### src/rtl/sqrt_arbiter_pkg.sv
// sqrt_arbiter_pkg: shared state encoding, default widths, requester indices and the round-robin pick
package sqrt_arbiter_pkg;

   typedef enum logic [1:0] {IDLE, RUN, DONE} state_t;

   localparam int NBITS_DEF = 21;
   localparam int MBITS_DEF = (NBITS_DEF + 1) / 2;

   localparam logic [1:0] REQ_AD = 2'd0;
   localparam logic [1:0] REQ_BC = 2'd1;
   localparam logic [1:0] REQ_IT = 2'd2;

   // Walks last+3, last+2, last+1 (mod 3) so the nearest active requester after last wins.
   function automatic logic [1:0] rr_pick(input logic [1:0] last, input logic [2:0] req);
      logic [1:0] pick;
      logic [1:0] j;
      pick = last;
      for (int k = 2; k >= 0; k--) begin
         j = 2'((int'(last) + 1 + k) % 3);
         if (req[j]) pick = j;
      end
      return pick;
   endfunction

endpackage

### src/rtl/isqrt_core.sv
// isqrt_core: iterative MSB-first bit-trial integer square root, one result bit per cycle
//   clk, reset : clock, synchronous active-high reset
//   start      : load operand and begin at bit MBITS-1
//   operand    : value to root, sampled on start
//   answer     : running result including the current cycle's trial
//   done       : high in the cycle the last bit is decided; answer is final then
module isqrt_core
   import sqrt_arbiter_pkg::*;
#(
   parameter int NBITS = NBITS_DEF,
   parameter int MBITS = (NBITS + 1) / 2
) (
   input  logic             clk,
   input  logic             reset,
   input  logic             start,
   input  logic [NBITS-1:0] operand,
   output logic [MBITS-1:0] answer,
   output logic             done
);

   localparam int PW = 2 * MBITS;
   localparam int BW = $clog2(MBITS + 1);

   logic             run_q, run_d;
   logic [BW-1:0]    bit_q, bit_d;
   logic [MBITS-1:0] ans_q, ans_d, trial;
   logic [PW-1:0]    op_q, op_d, sq;
   logic             take;

   // answer/done are combinational so the caller can latch the final bit in the same cycle
   always_comb begin
      trial  = ans_q | (MBITS'(1) << bit_q);
      sq     = PW'(trial) * PW'(trial);
      take   = run_q && (sq <= op_q);
      answer = take ? trial : ans_q;
      done   = run_q && (bit_q == '0);
      run_d  = start || (run_q && (bit_q != '0));
      bit_d  = start ? BW'(MBITS - 1) : run_q ? bit_q - BW'(1) : bit_q;
      ans_d  = start ? '0 : answer;
      op_d   = start ? PW'(operand) : op_q;
   end

   always_ff @(posedge clk) begin
      if (reset) begin
         run_q <= 1'b0;
         bit_q <= '0;
         ans_q <= '0;
         op_q  <= '0;
      end else begin
         run_q <= run_d;
         bit_q <= bit_d;
         ans_q <= ans_d;
         op_q  <= op_d;
      end
   end

endmodule

### src/rtl/sqrt_arbiter.sv
// sqrt_arbiter: round-robin sharing of one isqrt_core among the AD, BC and iterator requesters
//   clk, reset             : clock, synchronous active-high reset
//   req[2:0]               : request per requester (0 AD, 1 BC, 2 iterator), sampled in IDLE
//   data_a, data_b, data_c : operands of requesters 0, 1, 2
//   ack[2:0]               : one-cycle pulse, operand of requester i captured
//   valid[2:0]             : one-cycle pulse, answer belongs to requester i
//   answer                 : floor(sqrt(operand)), held until the next valid
//   busy                   : high in RUN and DONE
module sqrt_arbiter
   import sqrt_arbiter_pkg::*;
#(
   parameter int NBITS = NBITS_DEF,
   parameter int MBITS = (NBITS + 1) / 2
) (
   input  logic             clk,
   input  logic             reset,
   input  logic [2:0]       req,
   input  logic [NBITS-1:0] data_a,
   input  logic [NBITS-1:0] data_b,
   input  logic [NBITS-1:0] data_c,
   output logic [2:0]       ack,
   output logic [2:0]       valid,
   output logic [MBITS-1:0] answer,
   output logic             busy
);

   state_t           state_q, state_d;
   logic [1:0]       last_q, last_d, idx_q, idx_d, gidx;
   logic [2:0]       ack_q, ack_d, valid_q, valid_d;
   logic [MBITS-1:0] answer_q, answer_d, core_answer;
   logic             busy_q, busy_d, start, core_done;
   logic [NBITS-1:0] operand;

   assign ack    = ack_q;
   assign valid  = valid_q;
   assign answer = answer_q;
   assign busy   = busy_q;

   always_comb begin
      state_d  = state_q;
      last_d   = last_q;
      idx_d    = idx_q;
      ack_d    = '0;
      valid_d  = '0;
      answer_d = answer_q;
      start    = 1'b0;
      gidx     = rr_pick(last_q, req);
      operand  = (gidx == REQ_AD) ? data_a : (gidx == REQ_BC) ? data_b : data_c;
      case (state_q)
         IDLE: if (|req) begin
            state_d = RUN;
            ack_d   = 3'(1) << gidx;
            idx_d   = gidx;
            last_d  = gidx;
            start   = 1'b1;
         end
         RUN: if (core_done) begin
            state_d  = DONE;
            valid_d  = 3'(1) << idx_q;
            answer_d = core_answer;
         end
         default: state_d = IDLE;
      endcase
      busy_d = (state_d != IDLE);
   end

   always_ff @(posedge clk) begin
      if (reset) begin
         state_q  <= IDLE;
         last_q   <= REQ_IT;
         idx_q    <= REQ_AD;
         ack_q    <= '0;
         valid_q  <= '0;
         answer_q <= '0;
         busy_q   <= 1'b0;
      end else begin
         state_q  <= state_d;
         last_q   <= last_d;
         idx_q    <= idx_d;
         ack_q    <= ack_d;
         valid_q  <= valid_d;
         answer_q <= answer_d;
         busy_q   <= busy_d;
      end
   end

   isqrt_core #(.NBITS(NBITS), .MBITS(MBITS)) u_core (
      .clk     (clk),
      .reset   (reset),
      .start   (start),
      .operand (operand),
      .answer  (core_answer),
      .done    (core_done)
   );

endmodule
### config.mk
export PLATFORM = sky130hd
export DESIGN_NAME = sqrt_arbiter
export DESIGN_NICKNAME = d
export VERILOG_FILES = /design/src/rtl/sqrt_arbiter_pkg.sv /design/src/rtl/isqrt_core.sv /design/src/rtl/sqrt_arbiter.sv
export SDC_FILE = /design/constraint.sdc
export NUM_CORES = 1
export LEC_CHECK = 0
export ABC_AREA = 1
export CAP_MARGIN = 20
export CORE_AREA = 2 2 113 115
export CTS_BUF_LIST = sky130_fd_sc_hd__clkbuf_8
export DETAILED_ROUTE_END_ITERATION = 10
export DIE_AREA = 0 0 115 117
export DONT_BUFFER_PORTS = 1
export PLACE_DENSITY = 0.79
export SLEW_MARGIN = 20
export SYNTH_ARGS = -nofsm -noshare
export SYNTH_HDL_FRONTEND = slang
export SYNTH_SLANG_ARGS = --single-unit
### constraint.sdc
create_clock -name clk -period 6.55 [get_ports clk]
set_input_delay 1.31 -clock clk [delete_from_list [all_inputs] [get_ports clk]]
set_output_delay 1.31 -clock clk [all_outputs]
set_load 0.005 [all_outputs]
==> results.md <==
* Result of the run: finished, violations left
* Violated checks: setup timing
* Worst r2r src: u_core.bit_q[1]
* Complex-gate fraction of the synthesized area at 0.117
* Aggregate negative setup slack at -0.0222 ns
* Synthesized Nets at roughly 1100
* Remaining antenna violation count after routing at 0
* Synth cell types at 34
* Mean number of vias per cell at between 5 and 6
* Die area at 0.0135 mm2
* Routed wire length per instance at ~15 um
* Number of sinks handled by clock tree synthesis at 60
* Cell count after placement at around 1100
* Most frequent cells in the layout: 202 x sky130_fd_sc_hd__nand2_1, 183 x sky130_fd_sc_hd__inv_1, 87 x sky130_fd_sc_hd__buf_4
* Dominant combinational cell family by area after synthesis: adder cells
* Clock slew seen by the registers of the worst setup and hold paths at roughly 0.080 ns
* Number of synthesized register bits at 60
* Nature of the critical path startpoint: register
* Total congestion overflow at 0
* Number of I/O port buffers at 0
* Fraction of the yosys area taken by sequential cells at 0.182
* Max_slew headroom at 0.608
* Hold/Removal Path Class: reg2reg
* Final critical delay including setup and external delays at roughly 6.6 ns
* Wirelength, routed at approximately 17000 um
* Leakage power of the design at ~4.5 nW
* Number of DRC markers in iteration 0 at between 200 and 250
* Crit path kind: reg2reg
* Worst setup skew after layout at 0.0103 ns
* Critical path data arrival time at 6.85 ns
* Multiplexer share of the synthesized area at 0
* CTS Buffer Depth at 2
* Row Count at 41
* Average size of a mapped cell at 7.28 um2
* Antenna violations before repair at 0
* Largest cells by area after synthesis: sky130_fd_sc_hd__fa_1 19%, sky130_fd_sc_hd__dfxtp_1 18%, sky130_fd_sc_hd__ha_1 15%
* Number of setup violations in the final report at 3
* Maximum number of pins on one net before global-route repair at 28
* Fraction of synthesized cell area taken by the top area cell type at 0.194
* DRC Markers at 0
* Worst EP required at 6.83 ns
* Reported max-cap violation count at 0
* Endpoint kind of the worst setup timing path: register
* GRT Util Overall at 0.250
* Number of global-route vias before repair at 6141
* DP HPWL at approximately 12000 um
* Post-synthesis share of cell area spent on and, or, nand and nor gates at 0.185
* Root cell of the clock tree: sky130_fd_sc_hd__clkbuf_8
* Highest clock rate at approximately 150 MHz
* Library cell appearing most often on the critical path: sky130_fd_sc_hd__fa_1
* Worst hold path startpoint: idx_q[1]
* Area taken by flip-flops and latches at 0.00122 mm2
* Worst path setup slack after routing at -0.0134 ns
* Area taken by multi-input logic gates at 0.00501 mm2
* Worst vdd ir at roughly 0.34 mV
* Crit-path slowest cell: sky130_fd_sc_hd__fa_1
* H-tree levels at 3
* Setup repair after global routing missed its margin: yes
* Period utilisation layout at 1.00
* Yosys top cell by area: sky130_fd_sc_hd__fa_1
* Arithmetic-cell share of the synthesized area counting full adders, half adders and majority gates at 0.346
* TritonCTS clock tree: done
* Starting density of the core at 0.536
* Width of the die at roughly 120 um
* GP Congestion at 0.932
* Number of instances in the synthesized netlist at around 910
* Later-pin clock latency in the skew report at around 0.35 ns
* Slew Limit Fails at 0
* Cell Pwr Density at just under 300 mW/mm2
* Detailed-route via count at 6058
* Crit. Startpoint: u_core.bit_q[1]
* Mapped cell area at around 0.0066 mm2
* Number of warnings reported in the yosys synthesis log at 0
* Global-route wire length before repair at 27000 um
* Layout overhead on the synthesized area at 24.7%
* Fraction of final layout cells sized beyond drive strength 1 at 0.244
* Fillcell total at ~940
* Most frequent standard cell in the layout excluding fill and tap cells: sky130_fd_sc_hd__nand2_1
* Parity-gate share of the synthesized area counting xor and xnor cells at 0.0305
* Longest individual stage delay on the worst path at about 0.55 ns
* Final Core Density at 0.668
* Hold violation count in the final report at 0
* Top cell family by delay on the critical path: adder cells
* Height of the die at between 100 and 150 um
* Net total in the final layout at around 1200
* Worst Tran Pin Value at 0.587 ns
* Floorplan Core Area at around 0.012 mm2
* Number of buffers created by CTS at 9
* Largest fanout of any net on the critical path at 5
* Initial DRT Pass Iterations at 5
* Buf+Inv Stages, Crit Path at 8
* ANT cells at 0
* Count of non-filler cells in the finished layout at ~1100
* I/O Pins at 86
## area by class of cell
| class | count | area share |
|---|---|---|
| clock buffer | 9 | 0.0151 |
| clock inverter | 7 | 0.0120 |
| inverter | 209 | 0.0972 |
| multi-input combinational | 610 | 0.609 |
| sequential | 60 | 0.148 |
| timing repair buffer | 99 | 0.0958 |
| tap | 150 | 0.0228 |
## path summary, 6_finish.rpt
path | endpoint | slack (ns) | cells past startpoint
setup reg to reg | answer[5] | -0.01 | 36
setup / recovery | answer[5] | -0.01 | 36
hold reg to reg | valid[0] | 0.45 | 1
hold / removal | valid[0] | 0.45 | 1
## repair_timing
action | in CTS | in global routing
hold buffers | 0 | 0
pin swaps | 19 | 56
gates cloned | 1 | 0
buffers inserted | 11 | 16
setup endpoints to repair | 22 | 22
gates resized for setup | 51 | 119
## where the power goes
group	internal (W)	switching, W	total, W	leakage [nW]
Combinational	0.000543	0.000922	0.00146	3.93
Sequential	0.000472	0.0000716	0.000543	0.494
Clock	0.000217	0.000171	0.000388	0.110
## per-stage QoR
stage | hold WS [ns] | power [W] | instance area (um2) | setup slack (ns)
after floorplan | 0.421 | 0.00152 | 6610 | 0.0261
after global placement | 0.436 | 0.00174 | 7200 | -0.326
after detailed placement | 0.441 | 0.00177 | 7200 | -0.430
after CTS | 0.454 | 0.00225 | 7730 | 0.00943
after global routing | 0.471 | 0.00263 | 8230 | -0.271
final | 0.451 | 0.00240 | 8230 | -0.0134
## flip-flops by register name (all words and copies together) (netlist names)
name and count:
valid 3, u_core.ans_q 11, ack 3, u_core.run_q 1
answer 11, idx_q 1, u_core.op_q 21, u_core.bit_q 4
busy 1, state_q 2, last_q 2
## Yosys cell counts
master / number
sky130_fd_sc_hd__nand2_1: 237
sky130_fd_sc_hd__inv_1: 201
sky130_fd_sc_hd__ha_1: 80
sky130_fd_sc_hd__fa_1: 64
sky130_fd_sc_hd__dfxtp_1: 60
sky130_fd_sc_hd__a21oi_1: 44
sky130_fd_sc_hd__nor2_1: 37
sky130_fd_sc_hd__o21ai_0: 29
sky130_fd_sc_hd__o21ai_1: 25
sky130_fd_sc_hd__clkbuf_1: 19
sky130_fd_sc_hd__o211ai_1: 19
sky130_fd_sc_hd__nand3_1: 13
sky130_fd_sc_hd__xor2_1: 12
sky130_fd_sc_hd__xnor2_1: 11
sky130_fd_sc_hd__nor3_1: 9
sky130_fd_sc_hd__inv_2: 7
sky130_fd_sc_hd__nand4_1: 6
sky130_fd_sc_hd__a31oi_1: 5
sky130_fd_sc_hd__buf_2: 5
sky130_fd_sc_hd__a21o_1: 3
sky130_fd_sc_hd__nand2_2: 3
sky130_fd_sc_hd__a21oi_2: 2
sky130_fd_sc_hd__buf_4: 2
sky130_fd_sc_hd__buf_6: 2
sky130_fd_sc_hd__o31ai_1: 2
sky130_fd_sc_hd__a211oi_1: 1
sky130_fd_sc_hd__a22oi_1: 1
sky130_fd_sc_hd__clkinv_1: 1
sky130_fd_sc_hd__nand3b_1: 1
sky130_fd_sc_hd__nand4_4: 1
sky130_fd_sc_hd__o2111ai_1: 1
sky130_fd_sc_hd__o211ai_2: 1
sky130_fd_sc_hd__o21bai_2: 1
sky130_fd_sc_hd__o22ai_1: 1
## per-layer routing
metal	share of wire	routed length (um)	GRT usage
met1	0.40	6810	0.300
met5	0	0	0
met3	0.034	569	0.0386
met2	0.54	9040	0.462
met4	0.024	404	0.0747
## logic make-up after synthesis
group                      count (synthesis)
adders and majority gates                144
xor gates and xnor gates                  23
buffers and inverters                    237
and+or+nand+nor                          307
AOI/OAI and AO/OA                        135
DFF                                       60
Power figures use the tool's default switching activity.
